[config.mk]
export PLATFORM = sky130hd
export DESIGN_NAME = matmul_sequencer_flat
export DESIGN_NICKNAME = d
export VERILOG_FILES = /design/src/rtl/matmul_pkg.sv /design/src/rtl/matmul_sequencer_if.sv /design/src/rtl/matmul_mac.sv /design/src/rtl/matmul_sequencer.sv /design/src/flat_wrapper.sv
export SDC_FILE = /design/constraint.sdc
export NUM_CORES = 1
export LEC_CHECK = 0
export CAP_MARGIN = 25
export CELL_PAD_IN_SITES_DETAIL_PLACEMENT = 0
export CELL_PAD_IN_SITES_GLOBAL_PLACEMENT = 2
export CORE_MARGIN = 2
export CORE_UTILIZATION = 38
export CTS_CLUSTER_DIAMETER = 100
export CTS_CLUSTER_SIZE = 28
export DETAILED_ROUTE_END_ITERATION = 8
export PLACE_DENSITY = 0.74
export REMOVE_ABC_BUFFERS = 1
export SETUP_SLACK_MARGIN = 0.3
export SKIP_LAST_GASP = 1
export SYNTH_ARGS = -nofsm -noshare
export SYNTH_HDL_FRONTEND = slang
export SYNTH_SLANG_ARGS = --single-unit
export TNS_END_PERCENT = 50
[constraint.sdc]
create_clock -name clk -period 4.1 [get_ports clk]
set_input_delay 0.615 -clock clk [delete_from_list [all_inputs] [get_ports clk]]
set_output_delay 0.615 -clock clk [all_outputs]
set_load 0.02 [all_outputs]
[src/rtl/matmul_pkg.sv]
// matmul_pkg: shared states, widths and element helpers for the 2x2 matrix multiplier sequencer
package matmul_pkg;
  typedef enum logic [2:0] {LOAD_A, LOAD_B, COMPUTE, OUT0, OUT1} state_t;
  localparam int ELEM_W = 2;
  localparam int ACC_W = 4;
  localparam logic [ELEM_W-1:0] ELEM_MAX = 2'd2;
  localparam logic [1:0] X11 = 2'd0;
  localparam logic [1:0] X12 = 2'd1;
  localparam logic [1:0] X21 = 2'd2;
  localparam logic [1:0] X22 = 2'd3;
  function automatic logic [ELEM_W-1:0] elem(input logic [7:0] x, input logic [1:0] idx);
    return x[idx*ELEM_W +: ELEM_W];
  endfunction
  function automatic logic has_err(input logic [7:0] x);
    logic e;
    e = 1'b0;
    for (int i = 0; i < 4; i++) e = e | (elem(x, 2'(i)) > ELEM_MAX);
    return e;
  endfunction
endpackage

[src/rtl/matmul_sequencer_if.sv]
// matmul_sequencer_if: input byte stream (in_valid/in_ready/in_data) and output byte stream (out_valid/out_ready/out_data)
interface matmul_sequencer_if;
  logic in_valid;
  logic in_ready;
  logic [7:0] in_data;
  logic out_valid;
  logic out_ready;
  logic [7:0] out_data;
  modport slave (input in_valid, in_data, out_ready, output in_ready, out_valid, out_data);
  modport master (output in_valid, in_data, out_ready, input in_ready, out_valid, out_data);
endinterface

[src/rtl/matmul_mac.sv]
// matmul_mac: 2b x 2b multiply-accumulate; ports clk, rst_n, en, clr (restart sum), a, b, acc_nxt (value the accumulator takes this step)
module matmul_mac
  import matmul_pkg::*;
(
  input  logic clk,
  input  logic rst_n,
  input  logic en,
  input  logic clr,
  input  logic [ELEM_W-1:0] a,
  input  logic [ELEM_W-1:0] b,
  output logic [ACC_W-1:0] acc_nxt
);
  logic [ACC_W-1:0] acc;
  assign acc_nxt = (clr ? '0 : acc) + ACC_W'(a) * ACC_W'(b);
  always_ff @(posedge clk or negedge rst_n)
    if (!rst_n) acc <= '0;
    else if (en) acc <= acc_nxt;
endmodule

[src/rtl/matmul_sequencer.sv]
// matmul_sequencer: byte-serial C=A*B over one shared MAC; ports clk, rst_n, ena, io (A/B bytes in, C bytes out), busy, error
module matmul_sequencer
  import matmul_pkg::*;
(
  input  logic clk,
  input  logic rst_n,
  input  logic ena,
  matmul_sequencer_if.slave io,
  output logic busy,
  output logic error
);
  state_t st, st_nxt;
  logic [2:0] k;
  logic [7:0] a_r, b_r, out_q;
  logic [3:0][ACC_W-1:0] c;
  logic [ACC_W-1:0] acc_nxt;
  logic in_xfer, out_xfer, run;
  assign io.in_ready = ena && (st == LOAD_A || st == LOAD_B);
  assign io.out_valid = ena && (st == OUT0 || st == OUT1);
  assign io.out_data = out_q;
  assign busy = st != LOAD_A;
  assign in_xfer = io.in_valid && io.in_ready;
  assign out_xfer = io.out_valid && io.out_ready;
  assign run = ena && st == COMPUTE;
  matmul_mac u_mac (
    .clk(clk),
    .rst_n(rst_n),
    .en(run),
    .clr(~k[0]),
    .a(elem(a_r, {k[2], k[0]})),
    .b(elem(b_r, {k[0], k[1]})),
    .acc_nxt(acc_nxt)
  );
  always_comb
    st_nxt = (st == LOAD_A && in_xfer) ? LOAD_B :
             (st == LOAD_B && in_xfer) ? COMPUTE :
             (run && k == 3'd7) ? OUT0 :
             (st == OUT0 && out_xfer) ? OUT1 :
             (st == OUT1 && out_xfer) ? LOAD_A : st;
  always_ff @(posedge clk or negedge rst_n)
    if (!rst_n) st <= LOAD_A;
    else st <= st_nxt;
  always_ff @(posedge clk or negedge rst_n)
    if (!rst_n) begin
      k <= '0;
      a_r <= '0;
      b_r <= '0;
      c <= '0;
      out_q <= '0;
      error <= 1'b0;
    end else begin
      if (in_xfer && st == LOAD_A) a_r <= io.in_data;
      if (in_xfer && st == LOAD_B) begin
        b_r <= io.in_data;
        error <= has_err(a_r) | has_err(io.in_data);
      end
      if (run) begin
        k <= k + 3'd1;
        if (k[0]) c[k[2:1]] <= error ? '0 : acc_nxt;
        if (k == 3'd7) out_q <= {c[X12], c[X11]};
      end
      if (out_xfer) out_q <= st == OUT0 ? {c[X22], c[X21]} : 8'h00;
      if (out_xfer && st == OUT1) error <= 1'b0;
    end
endmodule

[src/flat_wrapper.sv]
// flat-port wrapper written by rule: the top's interface ports become plain ports
module matmul_sequencer_flat import matmul_pkg::*;
  (clk, rst_n, ena, busy, error, io_in_valid, io_in_data, io_out_ready, io_in_ready, io_out_valid, io_out_data);
  matmul_sequencer_if io_i ();
  input  logic clk;
  input  logic rst_n;
  input  logic ena;
  output logic busy;
  output logic error;
  input wire logic [$bits(io_i.in_valid)-1:0] io_in_valid;
  input wire logic [$bits(io_i.in_data)-1:0] io_in_data;
  input wire logic [$bits(io_i.out_ready)-1:0] io_out_ready;
  output wire logic [$bits(io_i.in_ready)-1:0] io_in_ready;
  output wire logic [$bits(io_i.out_valid)-1:0] io_out_valid;
  output wire logic [$bits(io_i.out_data)-1:0] io_out_data;
  assign io_i.in_valid = io_in_valid;
  assign io_i.in_data = io_in_data;
  assign io_i.out_ready = io_out_ready;
  assign io_in_ready = io_i.in_ready;
  assign io_out_valid = io_i.out_valid;
  assign io_out_data = io_i.out_data;
  matmul_sequencer u_core (.clk(clk), .rst_n(rst_n), .ena(ena), .io(io_i), .busy(busy), .error(error));
endmodule
Word level (Yosys, flattened, before mapping)
Cells that the tools add are included.
{ "totals": {"n_memories": 0, "latch_bits": 0, "ram_bits": 0, "word_cells": 75, "inputBits": 13, "ff_bits": 51, "out_inout_bits": 12, "mem_bits_ro": 0} }
{ "op_classes": {"n_mux": 16, "shift": 2, "eq_ne": 5, "multipliers": 1, "magnitude_cmp": 10, "reduce_logical": 21, "div": 0, "n_bitwise": 7, "n_addsub": 2} }
{ "ops": {"columns": ["op", "count"], "rows": [
  ["$mux 8", 4],
  ["$bwmux 16", 1],
  ["$gt 2x2->1 const B", 8],
  ["$shiftx 8x4->2", 2],
  ["$mux 3", 5],
  ["$mux 4", 3],
  ["$logic_and 1x1->1", 11],
  ["$demux 4 s2", 1],
  ["$or 1x1->1", 7],
  ["$eq 3x2->1 const B", 2],
  ["$eq 3x3->1 const B", 2],
  ["$reduce_bool 2->1", 3],
  ["$reduce_bool 5->1", 1],
  ["$add 4x4->4", 1],
  ["$mul 2x2->4", 1],
  ["$reduce_and 2->1", 2],
  ["$add 3x1->3 const B", 1],
  ["$eq 3x1->1 const B", 1],
  ["$logic_not 3->1", 1],
  ["$lt 2x3->1 const B", 1],
  ["$reduce_bool 3->1", 1],
  ["$ge 2x1->1 const B", 1],
  ["$logic_or 1x1->1", 2],
  ["$mux 1", 2]
]} }

Logic depth before layout (Yosys ltp)
{ "depth": {"word_depth": 10, "mapped_depth": 10, "depth_no_buf": 9} }

Hierarchy
Synthesis repeated with hierarchy kept, for this count alone.
{ "unflattened": {"hier_cells": 187, "hier_area_um2": 2491.1} }
{ "modules_own_cells": {"columns": ["mod", "area_each_um2", "seq_area_each_um2", "n_inst", "cells_per_inst"], "rows": [
  ["matmul_sequencer", 2180.8, 1176.1, 1, 158],
  ["matmul_mac", 310.3, 100.1, 1, 29]
]} }

Worst setup path before layout
OpenSTA, ideal clock, no wires.
{ "synth_path": {"path_kind": "register to register", "from": "register u_core.k[1]", "to": "register u_core.c[11] (netlist bit)", "t_arrival_ns": 3.031, "n_path_buf": 1, "synth_period_minus_slack_ns": 3.168, "slack_ns": 0.932, "t_required_ns": 3.962, "stages_incl_launch_ff": 11, "setup_time_ns": 0.138, "path_cell_list": "dfrtp_1 -> clkbuf_1 -> mux4_2 -> and2_1 -> fa_1 -> ha_1 -> inv_1 -> fa_1 -> xnor2_1 -> xor2_1 -> o31ai_1"} }
{ "synth_via": {"elab_chain_len": 5, "elab_cells_between_ends": 10, "cone_classes": "add/sub (1); mul (1); order compare (2); shift (1); mux (4); reduce/logical (1)"} }
{ "synth_lines": {"columns": ["item", "line_no", "rtl"], "rows": [
  ["from (decl)", "matmul_sequencer.sv:13", "logic [2:0] k;"],
  ["from (signal assigned)", "matmul_sequencer.sv:58", "k <= k + 3'd1;"],
  ["$shiftx 8x4->2, or another cell as far along", "matmul_pkg.sv:12", "return x[idx*ELEM_W +: ELEM_W];"],
  ["$mul 2x2->4 / $logic_and 1x1->1 (equally long branches)", "matmul_mac.sv:14, matmul_sequencer.sv:59", null],
  ["$add 4x4->4 / $mux 4 (equally long branches)", "matmul_mac.sv:14, matmul_sequencer.sv:59", null],
  ["$mux 4 / $demux 4 s2 (equally long branches)", null, null],
  ["$bwmux 16 (*)", "matmul_sequencer.sv:59", "if (k[0]) c[k[2:1]] <= error ? '0 : acc_nxt;"],
  ["to (signal, indexed assignment)", "matmul_sequencer.sv:59", null],
  ["to (decl)", "matmul_sequencer.sv:15", "logic [3:0][ACC_W-1:0] c;"]
]} }
Mark *: on every way between the ends. The rest lies on a longest branch, timed or not.
A chain may end at the register's enable or synchronous reset.

Worst setup path in the final report
{ "layout_path": {"from": "register u_core.k[1]", "to": "register u_core.c[3] (netlist bit)"} }
Same word-level chain as after synthesis.

==> impl_results.html <==
<table>
<tr><th>Metric</th><th>Value</th></tr>
<tr><th colspan="2">Run status</th></tr>
<tr><td>Outcome</td><td>finished clean</td></tr>
<tr><th colspan="2">Synth</th></tr>
<tr><td>Library cell with the largest summed area after synthesis</td><td>sky130_fd_sc_hd__dfrtp_1</td></tr>
<tr><td>Sequential area share after synthesis</td><td>0.487</td></tr>
<tr><td>Netlist cell types</td><td>39</td></tr>
<tr><td>Prevailing post-synth register cell</td><td>sky130_fd_sc_hd__dfrtp_1</td></tr>
<tr><td>Number of warnings reported in the yosys synthesis log</td><td>0</td></tr>
<tr><td>Count of mapped cells out of synthesis</td><td>222</td></tr>
<tr><td>Mapped Area</td><td>2620 um^2</td></tr>
<tr><td>Average cell area after synthesis</td><td>11.8 um^2</td></tr>
<tr><td>Count of flip-flops with a built-in enable after synthesis</td><td>0</td></tr>
<tr><td>Area share of the largest cell type after synthesis</td><td>0.487</td></tr>
<tr><td>Async SR Flop Fraction</td><td>1.00</td></tr>
<tr><td>Dominant cell by count in the synthesized netlist</td><td>sky130_fd_sc_hd__dfrtp_1</td></tr>
<tr><td>Cells taking the most area after synthesis</td><td>sky130_fd_sc_hd__dfrtp_1, sky130_fd_sc_hd__mux2_2, sky130_fd_sc_hd__mux4_2, sky130_fd_sc_hd__and4b_1, sky130_fd_sc_hd__a2111oi_0</td></tr>
<tr><td>Most numerous cell types in the synthesized netlist</td><td>sky130_fd_sc_hd__dfrtp_1, sky130_fd_sc_hd__mux2_2, sky130_fd_sc_hd__nand2_1, sky130_fd_sc_hd__nand3_1, sky130_fd_sc_hd__o21ai_0</td></tr>
<tr><td>Post-synthesis sequential element count</td><td>51</td></tr>
<tr><th colspan="2">Worst setup path</th></tr>
<tr><td>Worst Path Class, Setup</td><td>reg -&gt; reg</td></tr>
<tr><td>Startpoint of the lowest-slack register-to-register path</td><td>u_core.k[1]</td></tr>
<tr><td>Worst R2R Path Depth</td><td>9</td></tr>
<tr><td>CP max FO</td><td>10</td></tr>
<tr><td>Kind of launch point of the worst setup path</td><td>flip-flop</td></tr>
<tr><td>Crit. Startpoint</td><td>u_core.k[1]</td></tr>
<tr><td>CP Data Arrival Time</td><td>3.49 ns</td></tr>
<tr><td>Required @ worst endpoint</td><td>4.27 ns</td></tr>
<tr><td>Nature of the critical path endpoint</td><td>flip-flop</td></tr>
<tr><td>Internal reg-to-reg setup slack</td><td>0.77 ns</td></tr>
<tr><th colspan="2">Route</th></tr>
<tr><td>Number of DRC markers after the initial detailed-route iteration</td><td>87</td></tr>
<tr><td>DRT Pass-1 Iters</td><td>4</td></tr>
<tr><td>WL per Instance</td><td>18.2 um</td></tr>
<tr><td>Number of antenna-violating nets in the routed design</td><td>0</td></tr>
<tr><td>Number of vias in the routed layout</td><td>1860</td></tr>
<tr><td>Final Routed Wirelength</td><td>5.87 mm</td></tr>
<tr><td>Vias per std cell</td><td>5.78</td></tr>
<tr><td>Number of remaining DRC errors</td><td>0</td></tr>
<tr><th colspan="2">GRT</th></tr>
<tr><td>Pin count of the biggest net entering global routing</td><td>28</td></tr>
<tr><td>Total grt overflow</td><td>0</td></tr>
<tr><td>Global-route wire length before repair</td><td>9.83 mm</td></tr>
<tr><td>Vias in the first global route</td><td>1876</td></tr>
<tr><td>Aggregate global-route resource usage</td><td>0.170</td></tr>
<tr><td>Number of antenna violations at the first check in global routing</td><td>0</td></tr>
<tr><th colspan="2">Final layout</th></tr>
<tr><td>Number of diodes</td><td>0</td></tr>
<tr><td>Area added between synthesis and finish</td><td>14.4%</td></tr>
<tr><td>Area of all placed cells without fillers</td><td>3000 um^2</td></tr>
<tr><td>Share of layout cells above drive strength 1</td><td>0.194</td></tr>
<tr><td>Nets</td><td>261</td></tr>
<tr><th colspan="2">Power and ir drop</th></tr>
<tr><td>Lkg Pwr</td><td>0.00127 uW</td></tr>
<tr><td>IR Drop Worst-Case VDD</td><td>247 uV</td></tr>
<tr><td>Total power consumption of the routed design</td><td>2160 uW</td></tr>
<tr><td>Power density over cell area</td><td>720 nW/um^2</td></tr>
<tr><th colspan="2">STA</th></tr>
<tr><td>Setup repair after global routing missed its margin</td><td>false</td></tr>
<tr><td>Fin Setup TNS</td><td>0 ns</td></tr>
<tr><td>Count of endpoints failing setup in the final report</td><td>0</td></tr>
<tr><td>Final Critical Period</td><td>3.33 ns</td></tr>
<tr><td>Transition at the pin with the smallest max-transition slack</td><td>0.807 ns</td></tr>
<tr><td>Max-Slew Margin vs Limit</td><td>0.457</td></tr>
<tr><td>Total count of hold-check failures in the final report</td><td>0</td></tr>
<tr><td>Tcrit/Tclk final</td><td>0.811</td></tr>
<tr><td>Count of final max-slew check failures</td><td>0</td></tr>
<tr><td>Fmax</td><td>301 MHz</td></tr>
<tr><td>Max Clock Skew</td><td>0.0131 ns</td></tr>
<tr><th colspan="2">Floorplan</th></tr>
<tr><td>Core area</td><td>6720 um^2</td></tr>
<tr><td>Boundary pin count</td><td>25</td></tr>
<tr><td>Die footprint</td><td>7580 um^2</td></tr>
<tr><td>Chip Height</td><td>87.1 um</td></tr>
<tr><td>Chip Width</td><td>87.1 um</td></tr>
<tr><td>Initial core utilization</td><td>0.390</td></tr>
<tr><td>Total number of placement rows</td><td>30</td></tr>
<tr><th colspan="2">Clock network</th></tr>
<tr><td>H-tree depth</td><td>2</td></tr>
<tr><td>Post-CTS setup repair buffer count</td><td>0</td></tr>
<tr><td>TritonCTS clock tree</td><td>done</td></tr>
<tr><td>Longest Clk Path Bufs</td><td>2</td></tr>
<tr><td>Clk_lat worst skew</td><td>0.30 ns</td></tr>
<tr><td>Post-CTS Hold Fix Bufs</td><td>0</td></tr>
<tr><td>TritonCTS buffer count</td><td>5</td></tr>
<tr><td>Root Buffer</td><td>sky130_fd_sc_hd__clkbuf_8</td></tr>
<tr><td>Clock edge transition at the registers on the reported setup and hold paths</td><td>0.10 ns</td></tr>
<tr><td>TritonCTS sink count</td><td>51</td></tr>
<tr><td>Post-cts resize count</td><td>0</td></tr>
<tr><th colspan="2">Placement</th></tr>
<tr><td>Placer's final routability congestion estimate</td><td>0.727</td></tr>
<tr><td>Area of placed instances</td><td>2900 um^2</td></tr>
<tr><td>Post-DP HPWL</td><td>4.22 mm</td></tr>
<tr><td>Port Buf Inserts</td><td>24</td></tr>
<tr><th colspan="2">Worst hold path</th></tr>
<tr><td>Hold Crit Class</td><td>in -&gt; async</td></tr>
<tr><th colspan="2">Job</th></tr>
<tr><td>MaxCap Viol Count</td><td>0</td></tr>
</table>
through the flow:
step,utilization,cells,hold WS [ns],setup WS (ns)
after floorplan,-,207,0.319,0.978
after global placement,0.432,314,0.461,0.857
after detailed placement,0.432,314,0.470,0.750
after CTS,0.446,322,0.342,0.762
after global routing,0.446,322,0.355,0.544
final,0.446,322,0.316,0.775
final cells by class:
cell class	instances	area, um^2
tap	80	100
sequential	51	1280
clock buffer	7	86.3
inverter	10	37.5
clock inverter	1	8.76
timing repair buffer	27	258
multi-input combinational	146	1230
fill	613	3720
placed cells by master, fill, tap and decap left out, types with 5 or more instances in the layout:
cell	instances
sky130_fd_sc_hd__a31oi_1	8
sky130_fd_sc_hd__mux2_2	29
sky130_fd_sc_hd__inv_1	10
sky130_fd_sc_hd__clkbuf_8	6
sky130_fd_sc_hd__and2_1	7
sky130_fd_sc_hd__dfrtp_1	51
sky130_fd_sc_hd__o21ai_0	11
sky130_fd_sc_hd__nand2_1	11
sky130_fd_sc_hd__a22oi_1	5
sky130_fd_sc_hd__and4b_1	8
sky130_fd_sc_hd__clkdlybuf4s50_1	23
sky130_fd_sc_hd__a2111oi_0	8
sky130_fd_sc_hd__o41ai_1	5
sky130_fd_sc_hd__nand3_1	11
sky130_fd_sc_hd__ha_1	5
registers in the layout, summed over array words and instances (netlist names):
| name | count |
|---|---|
| u_core.io.out_data | 8 |
| u_core.st | 3 |
| u_core.b_r | 8 |
| u_core.error | 1 |
| u_core.u_mac.acc | 4 |
| u_core.k | 3 |
| u_core.a_r | 8 |
| u_core.c | 16 |
cell families after synthesis:
| kind of cell | after synthesis | synth area share |
|---|---|---|
| AO/OA/AOI/OAI | 48 | 0.129 |
| adder cells (fa/ha/maj) | 7 | 0.0391 |
| flip-flops | 51 | 0.487 |
| buffers and inverters | 25 | 0.0430 |
| XOR/XNOR | 3 | 0.0100 |
| multiplexers | 34 | 0.163 |
| AND/OR/NAND/NOR | 54 | 0.129 |
critical path, cell delays in order, from the launching register on:
cell	delay, ns
sky130_fd_sc_hd__dfrtp_1	0.58
sky130_fd_sc_hd__mux4_2	0.56
sky130_fd_sc_hd__and2_1	0.17
sky130_fd_sc_hd__fa_1	0.54
sky130_fd_sc_hd__ha_1	0.14
sky130_fd_sc_hd__inv_1	0.04
sky130_fd_sc_hd__fa_1	0.37
sky130_fd_sc_hd__xnor2_1	0.32
sky130_fd_sc_hd__xor2_1	0.37
sky130_fd_sc_hd__o41ai_1	0.11
report_power, final:
group / total [uW] / leakage (uW) / switching, uW / internal (uW)
combinational: 936 / 0.000568 / 470 / 466
clock: 306 / 0.0000484 / 167 / 139
sequential: 918 / 0.000651 / 204 / 714
worst paths after layout:
check	end
worst min-delay path	u_core.io.out_data[3]
min in group clk	u_core.u_mac.acc[0]
worst min register to register	u_core.u_mac.acc[0]
worst max register to register	u_core.c[3]
worst max-delay path	u_core.c[3]
max in group asynchronous	u_core.k[1]
layer usage:
layer  GRT usage  vias to the layer above  share of wire
met3      0.0313                        4          0.043
met1       0.231                      924           0.47
met5           0                        -              0
met4      0.0384                        0         0.0068
met2       0.282                       43           0.48
li1            -                      889              -
No activity file was read; power rests on OpenSTA's default activity.
